===== config.mk =====
export PLATFORM = sky130hd
export DESIGN_NAME = iir_seq_ctrl
export DESIGN_NICKNAME = d
export VERILOG_FILES = /design/src/rtl/iir_ctrl_pkg.sv /design/src/rtl/iir_ctrl_fifo.sv /design/src/rtl/iir_seq_ctrl.sv
export SDC_FILE = /design/constraint.sdc
export NUM_CORES = 1
export LEC_CHECK = 0
export CELL_PAD_IN_SITES_DETAIL_PLACEMENT = 2
export CELL_PAD_IN_SITES_GLOBAL_PLACEMENT = 2
export CORE_MARGIN = 4
export CORE_UTILIZATION = 35
export DETAILED_ROUTE_END_ITERATION = 10
export PLACE_DENSITY = 0.79
export SKIP_LAST_GASP = 1
export SYNTH_ARGS = -nofsm -noshare
export SYNTH_HDL_FRONTEND = slang
export SYNTH_HIERARCHICAL = 1
export SYNTH_SLANG_ARGS = --single-unit

===== constraint.sdc =====
create_clock -name clk -period 5.05 [get_ports clk]
set_input_delay 1.01 -clock clk [delete_from_list [all_inputs] [get_ports clk]]
set_output_delay 1.01 -clock clk [all_outputs]
set_load 0.01 [all_outputs]

===== src/rtl/iir_ctrl_pkg.sv =====
// Shared definitions for the IIR filter sequencing controller.
//   COEF_W        : sample and coefficient width
//   NUM_COEF      : number of coefficient registers
//   state_e       : controller FSM states
//   IDX_*         : cfg_addr index of each coefficient
package iir_ctrl_pkg;

    localparam int unsigned COEF_W   = 11;
    localparam int unsigned NUM_COEF = 6;

    typedef enum logic [1:0] {
        StIdle   = 2'd0,
        StRun    = 2'd1,
        StDrain  = 2'd2,
        StUpdate = 2'd3
    } state_e;

    localparam logic [2:0] IDX_B0      = 3'd0;
    localparam logic [2:0] IDX_B1      = 3'd1;
    localparam logic [2:0] IDX_B2      = 3'd2;
    localparam logic [2:0] IDX_A1_NEG  = 3'd3;
    localparam logic [2:0] IDX_A1_2_A2 = 3'd4;
    localparam logic [2:0] IDX_A1A2    = 3'd5;

endpackage


===== src/rtl/iir_ctrl_fifo.sv =====
// Synchronous FIFO for the controller input samples.
// No bypass: a written word becomes visible at the head one cycle later.
// Ports:
//   clk, rst      : clock, asynchronous active-high reset
//   push, wdata   : write request (ignored when full) and data
//   pop           : read request (ignored when empty)
//   rdata         : current head word
//   full, empty   : occupancy flags
module iir_ctrl_fifo #(
    parameter int unsigned DEPTH = 4,
    parameter int unsigned WIDTH = 11
) (
    input  logic             clk,
    input  logic             rst,
    input  logic             push,
    input  logic [WIDTH-1:0] wdata,
    input  logic             pop,
    output logic [WIDTH-1:0] rdata,
    output logic             full,
    output logic             empty
);

    localparam int unsigned AW = $clog2(DEPTH);

    // One extra pointer bit distinguishes full from empty.
    logic [AW:0]      wr_ptr_q, rd_ptr_q;
    logic [WIDTH-1:0] mem_q [DEPTH];
    logic             do_push, do_pop;

    assign empty   = (wr_ptr_q == rd_ptr_q);
    assign full    = (wr_ptr_q[AW] != rd_ptr_q[AW]) &&
                     (wr_ptr_q[AW-1:0] == rd_ptr_q[AW-1:0]);
    assign do_push = push && !full;
    assign do_pop  = pop && !empty;
    assign rdata   = mem_q[rd_ptr_q[AW-1:0]];

    always_ff @(posedge clk or posedge rst) begin
        if (rst) begin
            wr_ptr_q <= '0;
            rd_ptr_q <= '0;
        end else begin
            if (do_push) wr_ptr_q <= wr_ptr_q + 1'b1;
            if (do_pop)  rd_ptr_q <= rd_ptr_q + 1'b1;
        end
    end

    // Storage needs no reset; the pointers define validity.
    always_ff @(posedge clk) begin
        if (do_push) mem_q[wr_ptr_q[AW-1:0]] <= wdata;
    end

endmodule


===== src/rtl/iir_seq_ctrl.sv =====
// Sequencing controller for an external IIR filter: buffers upstream samples,
// issues them to the filter with a bounded number in flight, and swaps in new
// coefficients only when the filter pipeline is empty.
// Optional feature: define IIR_CTRL_WDOG_EN to add a DRAIN watchdog that, after
// 16 cycles in DRAIN with samples still outstanding, sets err and forces the
// in-flight count to zero.
// Ports:
//   clk, rst                     : clock, asynchronous active-high reset
//   s_din, s_valid, s_ready      : upstream sample stream
//   start, stop                  : streaming requests (stop wins on a tie)
//   cfg_we, cfg_addr, cfg_data   : coefficient shadow write port
//   b0..a1a2                     : active coefficients to the filter
//   filt_din, filt_vin           : sample issue to the filter
//   filt_dout, filt_vout         : result from the filter
//   m_dout, m_valid              : registered filter result
//   busy, err                    : not-idle flag, sticky error flag
module iir_seq_ctrl
    import iir_ctrl_pkg::*;
#(
    parameter int unsigned FIFO_DEPTH   = 4,
    parameter int unsigned MAX_INFLIGHT = 7
) (
    input  logic              clk,
    input  logic              rst,
    input  logic [COEF_W-1:0] s_din,
    input  logic              s_valid,
    output logic              s_ready,
    input  logic              start,
    input  logic              stop,
    input  logic              cfg_we,
    input  logic [2:0]        cfg_addr,
    input  logic [COEF_W-1:0] cfg_data,
    output logic [COEF_W-1:0] b0,
    output logic [COEF_W-1:0] b1,
    output logic [COEF_W-1:0] b2,
    output logic [COEF_W-1:0] a1_neg,
    output logic [COEF_W-1:0] a1_2_a2,
    output logic [COEF_W-1:0] a1a2,
    output logic [COEF_W-1:0] filt_din,
    output logic              filt_vin,
    input  logic [COEF_W-1:0] filt_dout,
    input  logic              filt_vout,
    output logic [COEF_W-1:0] m_dout,
    output logic              m_valid,
    output logic              busy,
    output logic              err
);

    localparam logic [2:0] MAX_IF = 3'(MAX_INFLIGHT);

    state_e state_q, state_d;
    logic   pending_q, pending_d;
    logic   run_req_q, run_req_d;
    logic   stop_req_q, stop_req_d;
    logic   err_q, err_d;
    logic [2:0] inflight_q, inflight_d;

    logic [NUM_COEF-1:0][COEF_W-1:0] shadow_q, active_q;

    logic              filt_vin_q, m_valid_q;
    logic [COEF_W-1:0] filt_din_q, m_dout_q;

    logic              fifo_full, fifo_empty;
    logic [COEF_W-1:0] fifo_head;
    logic              cfg_valid, issue, vout_ok, wdog_fire;

    assign cfg_valid = cfg_we && (cfg_addr <= IDX_A1A2);

    iir_ctrl_fifo #(
        .DEPTH (FIFO_DEPTH),
        .WIDTH (COEF_W)
    ) u_fifo (
        .clk   (clk),
        .rst   (rst),
        .push  (s_valid),
        .wdata (s_din),
        .pop   (issue),
        .rdata (fifo_head),
        .full  (fifo_full),
        .empty (fifo_empty)
    );

`ifdef IIR_CTRL_WDOG_EN
    logic [3:0] wdog_q, wdog_d;

    always_comb begin
        wdog_fire = (state_q == StDrain) && (inflight_q != 3'd0) && (wdog_q == 4'd15);
        wdog_d    = '0;
        if (state_q == StDrain && !wdog_fire) wdog_d = wdog_q + 4'd1;
    end

    always_ff @(posedge clk or posedge rst) begin
        if (rst) wdog_q <= '0;
        else     wdog_q <= wdog_d;
    end
`else
    assign wdog_fire = 1'b0;
`endif

    // Next-state logic.
    always_comb begin
        state_d = state_q;
        unique case (state_q)
            StIdle: begin
                if (start && !stop) state_d = StRun;
                else if (pending_q) state_d = StUpdate;
            end
            StRun: begin
                if (stop || pending_q) state_d = StDrain;
            end
            StDrain: begin
                if (inflight_q == 3'd0) begin
                    if (pending_q)       state_d = StUpdate;
                    else if (stop_req_q) state_d = StIdle;
                end
            end
            StUpdate: begin
                state_d = (run_req_q && !stop_req_q) ? StRun : StIdle;
            end
            default: state_d = StIdle;
        endcase
    end

    // Request flags, in-flight accounting and error.
    always_comb begin
        run_req_d  = run_req_q;
        stop_req_d = stop_req_q;
        pending_d  = pending_q;
        if (state_d == StIdle) begin
            run_req_d  = 1'b0;
            stop_req_d = 1'b0;
        end else if (stop) begin
            run_req_d  = 1'b0;
            stop_req_d = 1'b1;
        end else if (start) begin
            run_req_d  = 1'b1;
        end

        // A write in the UPDATE cycle wins, forcing another pass.
        if (cfg_valid)                  pending_d = 1'b1;
        else if (state_q == StUpdate)   pending_d = 1'b0;

        // Issue only when staying in RUN so filt_vin never shows outside RUN.
        issue = (state_q == StRun) && (state_d == StRun) && !fifo_empty &&
                (inflight_q < MAX_IF);

        vout_ok    = filt_vout && (inflight_q != 3'd0);
        inflight_d = inflight_q;
        if (issue && !vout_ok)      inflight_d = inflight_q + 3'd1;
        else if (!issue && vout_ok) inflight_d = inflight_q - 3'd1;

        err_d = err_q || (filt_vout && (inflight_q == 3'd0));
        if (wdog_fire) begin
            inflight_d = 3'd0;
            err_d      = 1'b1;
        end
    end

    always_ff @(posedge clk or posedge rst) begin
        if (rst) begin
            state_q    <= StIdle;
            pending_q  <= 1'b0;
            run_req_q  <= 1'b0;
            stop_req_q <= 1'b0;
            err_q      <= 1'b0;
            inflight_q <= '0;
            shadow_q   <= '0;
            active_q   <= '0;
            filt_vin_q <= 1'b0;
            filt_din_q <= '0;
            m_valid_q  <= 1'b0;
            m_dout_q   <= '0;
        end else begin
            state_q    <= state_d;
            pending_q  <= pending_d;
            run_req_q  <= run_req_d;
            stop_req_q <= stop_req_d;
            err_q      <= err_d;
            inflight_q <= inflight_d;
            for (int i = 0; i < NUM_COEF; i++) begin
                if (cfg_valid && cfg_addr == 3'(i)) shadow_q[i] <= cfg_data;
            end
            // Copies the shadows as they were before any same-cycle write.
            if (state_q == StUpdate) active_q <= shadow_q;
            filt_vin_q <= issue;
            if (issue) filt_din_q <= fifo_head;
            m_valid_q  <= filt_vout;
            m_dout_q   <= filt_dout;
        end
    end

    assign s_ready  = !fifo_full;
    assign b0       = active_q[IDX_B0];
    assign b1       = active_q[IDX_B1];
    assign b2       = active_q[IDX_B2];
    assign a1_neg   = active_q[IDX_A1_NEG];
    assign a1_2_a2  = active_q[IDX_A1_2_A2];
    assign a1a2     = active_q[IDX_A1A2];
    assign filt_vin = filt_vin_q;
    assign filt_din = filt_din_q;
    assign m_valid  = m_valid_q;
    assign m_dout   = m_dout_q;
    assign busy     = (state_q != StIdle);
    assign err      = err_q;

endmodule

* After elaboration in Yosys (flattened, before gate mapping)
Memory sizes are Yosys's and may differ from the RTL's. A register that Yosys moved wholly into a read port is not among the register bits. Index checks and enable logic that the tools add are counted.
Storage, ports and cells: flip-flop bits (word level) 160, bits in latches 0, bits in writable memories 44, bits in read-only memories 0, input bits 43, output and inout bits 93, logic and storage cells 98, memories 1
Cells by class: add/sub/neg operators 4, multipliers 0, divide/modulo/power cells 0, order comparisons 2, equal/unequal tests 12, shift operators 0, muxes and demuxes 19, bitwise operators 0, reduce and logical (&&, ||, !) cells 37
Memory list:
- u_fifo.mem_q | words 4, width 11, rd ports 1, clocked after Yosys merged registers in 1, write ports 1, RTL line iir_ctrl_fifo.sv:27 | logic [WIDTH-1:0] mem_q [DEPTH];
Operator list (number):
- logical AND 1 bit | 19
- 2-to-1 mux 2 bit | 6
- 2-to-1 mux 1 bit | 10
- adder 3 x 1 -> 3 bit (second input constant) | 3
- one-hot mux 2 bit (4 select lines) | 1
- nonzero test 2 bit | 4
- equality test 3 x 2 -> 1 bit (second input constant) | 2
- equality test 3 bit (second input constant) | 2
- zero test 1 bit | 6
- zero test 3 bit | 2
- 2-to-1 mux 3 bit | 2
- nonzero test 3 bit | 2
- equality test 2 x 1 -> 1 bit (second input constant) | 2
- equality test 2 bit (second input constant) | 2
- zero test 2 bit | 2
- equality test 3 x 1 -> 1 bit (second input constant) | 1
- equality test 3 bit | 1
- less-or-equal comparator 3 bit (second input constant) | 1
- less-than comparator 3 bit (second input constant) | 1
- subtractor 3 x 1 -> 3 bit (second input constant) | 1
- equality test 2 bit | 1
- logical OR 1 bit | 2
- != test 1 bit | 1

* Logic depth before layout (Yosys ltp)
Gate-level depths: netlist (run 1).
depth in word-level cells 12, mapped depth 11

* By module
Netlist (run 1), hierarchy kept.
By module, submodules not included:
- iir_seq_ctrl | times used 1, cells each 369, area an instance 6200.9 um^2, seq. area each 4129.0 um^2
- iir_ctrl_fifo | times used 1, cells each 108, area an instance 2102.0 um^2, seq. area each 1471.4 um^2

* Worst setup path after synthesis (run 1)
No wires, ideal clock.
kind input-to-reg, start point input port stop, end point register inflight_q[2], library setup time 0.079 ns, arrival 2.694 ns, data required time 4.971 ns, path slack 2.277 ns, cell stages on the path 10, buffers on the path 1, cell sequence nor2_2 nand3b_2 a311oi_4 buf_12 ha_1 inv_1 fa_1 xor2_1 nor2_1 xor2_1
On the way: word-level cells in the longest chain between the ends 11, elaborated cells on any way between the ends 15
RTL lines:
- from (decl) | RTL line iir_seq_ctrl.sv:29 | input logic stop,
- zero test 1 bit | RTL line iir_seq_ctrl.sv:105 | if (start && !stop) state_d = StRun;
- logical AND 1 bit | RTL line iir_seq_ctrl.sv:105
- 2-to-1 mux 2 bit | RTL line iir_seq_ctrl.sv:105
- one-hot mux 2 bit (4 select lines) (*) | RTL line iir_seq_ctrl.sv:103 | unique case (state_q)
- equality test 2 x 1 -> 1 bit (*) | RTL line iir_seq_ctrl.sv:144 | issue = (state_q == StRun) && (state_d == StRun) && !fifo_empty &&
- logical AND 1 bit (*) (3 in series) | RTL line iir_seq_ctrl.sv:144
- net issue | RTL line iir_seq_ctrl.sv:65 | logic cfg_valid, issue, vout_ok, wdog_fire;
- zero test 1 bit | RTL line iir_seq_ctrl.sv:150 | else if (!issue && vout_ok) inflight_d = inflight_q - 3'd1;
- logical AND 1 bit | RTL line iir_seq_ctrl.sv:150
- nonzero test 2 bit (no line)
- to (signal assigned) | RTL line iir_seq_ctrl.sv:179 | inflight_q <= inflight_d;
- to (decl) | RTL line iir_seq_ctrl.sv:56 | logic [2:0] inflight_q, inflight_d;
The timed path passes the listed nets; every way through them passes the cells marked *. A chain may end at the register's enable or synchronous reset.

* Final worst setup path (run 1)
start point register u_fifo.rd_ptr_q[0], end point output port s_ready
On the way: word-level cells in the longest chain between the ends 3
RTL lines:
- from (decl) | RTL line iir_ctrl_fifo.sv:26 | logic [AW:0] wr_ptr_q, rd_ptr_q;
- from (signal assigned) | RTL line iir_ctrl_fifo.sv:43 | if (do_pop) rd_ptr_q <= rd_ptr_q + 1'b1;
- equality test 2 bit | RTL line iir_ctrl_fifo.sv:32 | (wr_ptr_q[AW-1:0] == rd_ptr_q[AW-1:0]);
- logical AND 1 bit | RTL line iir_ctrl_fifo.sv:31 | assign full = (wr_ptr_q[AW] != rd_ptr_q[AW]) &&
- net fifo_full | RTL line iir_seq_ctrl.sv:63 | logic fifo_full, fifo_empty;
- zero test 1 bit | RTL line iir_seq_ctrl.sv:192 | assign s_ready = !fifo_full;
- to (decl) | RTL line iir_seq_ctrl.sv:27 | output logic s_ready,
The timed path passes the listed nets, and every way through them passes these cells.

==> out/metrics.yaml, run 1 <==
outcome: "finished, final reports clean"
die_area_um2: 26300
synth-async-reset-ratio: 0.795
place_congestion: 0.764
syn_area_per_cell_um2: 17.4
relSlewSlack: 0.239
cp_data_arrival_time_ps: 2640
dr.pass1.iters: 4
peakVddDrop_v: 0.000323
grt_usage: 0.154
cts_buffer_depth: 3
syn_nets: 527
clk_latency_ps: 510
antenna_found_initial: 0
drive_above_1_share: 0.343
core_area_um2: 23400
synthFlopType: "dfrtp_1"
fin_nets: 676
n_fill_cell: 2194
routed_wl_mm: 20.4
grt_pass1_vias: 5393
synth_common_cells: "171 x dfrtp_1, 135 x mux2_2, 44 x edfxtp_1, 13 x buf_2, 11 x mux4_2"
yosysMostFrequentCell: "dfrtp_1"
hp-class: "register to register"
synth_area_leaders: "dfrtp_1 52%, mux2_2 18%, edfxtp_1 16%, mux4_2 3.0%, mux2_4 1.6%"
r2r-start: "u_fifo/rd_ptr_q[0]"
path_clk_slew_ps: 60
timing.setup.tns_ps: 0
maxCapViolCount: 0
period_needed_ps: 3650
drcViolationCount: 0
rrSetupSlack_ps: 1700
final_cell_area_um2: 10900
cts_setup_buffers: 0
drv_slew: 0
viasPerCell: 4.75
grt_pass1_wl_mm: 31.8
drt-initial-drc-count: 141
std_cell_rows: 56
die_y_um: 162
cts_tree: "yes"
wl_per_cell_um: 21.1
final_util: 0.467
cellLeakagePower_nw: 4.45
power_density_nw_per_um2: 620
grt_max_degree: 119
start_util: 0.355
synth_top_cell_by_area: "dfrtp_1"
multi_input_area_um2: 2560
end_kind: "output pin"
worst_pin_slew_ps: 1130
r2r_end: "inflight_q[2]"
cts_hold_buf: 0
numCtsBuffers: 25
finalHoldViolCount: 0
synthDistinctLibCells: 45
worstSetupPathType: "register to output pin"
grt_setup_unrepaired: "false"
h-tree-depth: 1
clkSinkCount: 215
cts_resized: 0
ys_seq_elements: 215
syn_to_final_growth_pct: 31.7
whs_endpoint: "err"
worst-r2r-cell-count: 10
die_w_um: 162
path_max_fanout: 15
setup_viol: 0
min_period_over_period: 0.723
syn_area_um2: 8300
gr-total-overflow: 0
detail-route-antenna-nets: 0
seqCellArea_um2: 5600
hold_start: "err"
netlist_instances: 477
startpoint_type: "register"
synth_top_area_frac: 0.515
root_buffer: "clkbuf_16"
finalClockSkew_ps: 13.3
vias: 4581
ys_seq_area_frac: 0.675
max_freq_mhz: 274
required_ps: 4040
min_path_cells: 1
placed_area_um2: 10000
hpwl_mm: 13.6
ys_warn_count: 6
synth_edf_count: 44
portBuffers: 135
ios: 136
diodes: 0
## flip-flops by register name (all words and copies together) (netlist names)
register,count
a1_2_a2,11
a1_neg,11
a1a2,11
b0,11
b1,11
b2,11
err,1
filt_din,11
filt_vin,1
inflight_q,3
m_dout,11
m_valid,1
pending_q,1
run_req_q,1
shadow_q,66
state_q,2
stop_req_q,1
u_fifo/mem_q,44
u_fifo/rd_ptr_q,3
u_fifo/wr_ptr_q,3
## layout make-up
| class | instances | share of cell area |
|---|---|---|
| clock buffer | 34 | 0.0650 |
| sequential | 215 | 0.512 |
| multi-input combinational | 234 | 0.234 |
| inverter | 10 | 0.00378 |
| tap | 319 | 0.0365 |
| timing repair buffer | 140 | 0.128 |
| clock inverter | 12 | 0.0201 |
## power breakdown
| part | internal [mW] | switching (mW) | total, mW |
|---|---|---|---|
| Combinational | 1.21 | 0.845 | 2.06 |
| Clock | 1.29 | 0.706 | 2.00 |
| Sequential | 2.33 | 0.387 | 2.72 |
| Total | 4.84 | 1.94 | 6.77 |
## critical path, stage by stage, from the launching register on
cell and delay, ps:
dfrtp_1 1020, xnor2_2 310, nand3_2 160, inv_1 50
inv_1 50, clkdlybuf4s50_1 530
## per-stage QoR
step	worst slack, ps	hold WS, ps	power (mW)	std cells
6_report	1400	473	6.77	964
3_5_place_dp	1460	460	4.82	918
3_3_place_gp	1580	451	4.68	918
2_1_floorplan	1940	475	3.77	477
4_1_cts	1310	476	6.89	964
5_1_grt	1190	501	7.13	964
## cells in the final DEF, fill, tap and decap left out, types with 5 or more instances in the layout
cell,count
bufinv_16,6
edfxtp_1,44
clkdlybuf4s50_1,135
clkbuf_16,26
mux4_2,11
clkbuf_1,5
a21oi_1,7
dfrtp_1,171
ha_1,6
mux2_2,135
inv_1,9
mux2_4,9
xnor2_1,5
nand2b_1,6
## routing by layer
| metal | GRT usage | part of all wire |
|---|---|---|
| met1 | 0.194 | 0.42 |
| met2 | 0.275 | 0.52 |
| met5 | 0 | 0 |
| met4 | 0.0369 | 0.021 |
| met3 | 0.0317 | 0.043 |
## how the worst max path moves through the flow
stage / start / endpoint / slack (ps) / cells after the start
final: u_fifo/rd_ptr_q[0] / s_ready / 1400 / 5
after CTS: u_fifo/rd_ptr_q[0] / s_ready / 1310 / 5
after detailed placement: stop / inflight_q[2] / 1460 / 11
after floorplan: rst / a1_2_a2[0] / 1940 / 1
after global placement: stop / inflight_q[2] / 1580 / 11
after global routing: u_fifo/rd_ptr_q[0] / s_ready / 1190 / 5
## kinds of logic after synthesis
group	Yosys count	share of synthesized area
muxes	155	0.229
buffers and inverters	28	0.0197
and+or+nand+nor	37	0.0265
xor gates and xnor gates	12	0.0154
adders and majority gates	7	0.0115
AOI/OAI and AO/OA	23	0.0232
DFF	215	0.675
Power figures use the tool's default switching activity.
==> run 2: changes to the inputs <==
clock period = 3.2 ns   (was 5.05 ns; I/O delays follow)
==> run 2 against run 1 <==
Flip-flop and latch count did not move. Sequential share of layout area increased by 0.24 points. Wire length increased by 0.36%. Core utilization decreased by 0.21 points. Clock skew up 0.59 ps. First-iteration DRC count rose by 0.71%. Worst hold slack better by 5.5 ps. Clock power rose by 36%. Combinational power rose by 60%. Largest cell class unchanged. Largest power group unchanged.
==> out/metrics.yaml, run 2 (synthesized netlist as in run 1, its figures left out) <==
end_kind: "output pin"
timing.setup.tns_ps: 0
r2r-start: "u_fifo/rd_ptr_q[1]"
diodes: 0
final_common_cell: "dfrtp_1"
drt-initial-drc-count: 142
relSlewSlack: 0.509
outcome: "finished, final reports clean"
r2r_end: "inflight_q[1]"
cts_buffer_depth: 3
p_sw_mw: 3.06
grt_setup_unrepaired: "false"
die_area_um2: 26300
routed_wl_mm: 20.5
finalHoldViolCount: 0
portBuffers: 135
cts_hold_buf: 0
setup_viol: 0
combPwrFrac: 0.322
std_cell_rows: 56
period_needed_ps: 2940
path_clk_slew_ps: 60
p_seq_frac: 0.414
detail-route-antenna-nets: 0
die_w_um: 162
intPower_mw: 7.21
startpoint_type: "register"
swShare: 0.298
peakVddDrop_v: 0.000532
antenna_found_initial: 0
n_fill_cell: 2195
setup.worst_path.start: "u_fifo/rd_ptr_q[0]"
maxCapViolCount: 0
cp-endpoint: "s_ready"
ios: 136
die_y_um: 162
max_freq_mhz: 340
clk_latency_ps: 520
cts_setup_buffers: 0
min_period_over_period: 0.920
vias: 4633
drt-met1-wl_mm: 8.49
largest_register: "shadow_q"
worst_pin_slew_ps: 732
gr-total-overflow: 0
path_max_fanout: 14
drcViolationCount: 0
root_buffer: "clkbuf_16"
cts_tree: "yes"
grt_usage: 0.157
wl_met3_mm: 1.03
grt_pass1_vias: 5493
start_util: 0.355
worst-r2r-cell-count: 7
required_ps: 2560
drive_above_1_share: 0.346
mostFrequentLayoutCells: "171 x dfrtp_1, 135 x mux2_2, 135 x clkdlybuf4s50_1, 44 x edfxtp_1, 24 x clkbuf_16"
viasPerCell: 4.78
power_density_nw_per_um2: 943
cp_data_arrival_time_ps: 2300
drv_slew: 0
finalClockSkew_ps: 13.9
grt_max_degree: 68
grt_pass1_wl_mm: 32.4
worst_slack_ps: 257
fin_nets: 683
hpwl_mm: 13.7
cellLeakagePower_nw: 4.43
cts_resized: 0
dr.pass1.iters: 4
highest_layer: "met4"
core_area_um2: 23400
pre_cts_slack_ps: 342
place_congestion: 0.740
hp-class: "primary input to asynchronous set/reset pin"
route.met2.wl_mm: 10.5
worstSetupPathType: "register to output pin"
largest_register_ffs: 66
wl_per_cell_um: 21.1
p_clk_frac: 0.264
clkSinkCount: 215
syn_to_final_growth_pct: 31.1
h-tree-depth: 1
numCtsBuffers: 24
rrSetupSlack_ps: 660
==> run 2: critical path, stage by stage (launching register included) <==
cell,delay [ps]
dfrtp_1,410
buf_4,240
xnor2_2,370
nand3_2,170
inv_1,90
inv_1,40
clkdlybuf4s50_1,460
==> run 2: how the worst min path moves through the flow <==
stage                               to  depth (start not counted)
floorplan           u_fifo/rd_ptr_q[0]                          1
global placement                   err                          1
detailed placement                 err                          1
CTS                 u_fifo/rd_ptr_q[1]                          2
global route                       err                          1
finish              u_fifo/wr_ptr_q[1]                          2
==> run 2: final cells by class <==
class,count,area [um^2],share of cell area
Sequential cell,215,5600,0.515
Clock inverter,15,144,0.0132
Timing Repair Buffer,148,1500,0.138
Tap cell,319,399,0.0367
Multi-Input combinational cell,234,2560,0.235
Inverter,10,41.3,0.00379
Clock buffer,29,639,0.0588
==> run 2: per-stage QoR <==
stage	instance area, um^2	std cells	total power [mW]	util	hold slack, ps
2_1_floorplan	8310	477	5.94	-	431
3_3_place_gp	10100	926	7.42	0.432	461
3_5_place_dp	10100	926	7.65	0.432	470
4_1_cts	10900	970	10.5	0.465	492
5_1_grt	10900	970	10.9	0.465	508
6_report	10900	970	10.3	0.465	478
==> run 2: metal layers <==
metal	up-vias	global-route usage
met5	-	0
met4	0	0.0411
met1	2465	0.199
met3	30	0.0355
met2	98	0.275
li1	2040	-
==> run 2: power groups by stage <==
stage | clock network [mW] | registers, mW | logic (mW)
detailed placement | 0 | 4.30 | 3.35
floorplan | 0 | 4.35 | 1.60
global route | 2.94 | 4.35 | 3.57
finish | 2.71 | 4.25 | 3.30
global placement | 0 | 4.22 | 3.20
CTS | 2.80 | 4.27 | 3.39
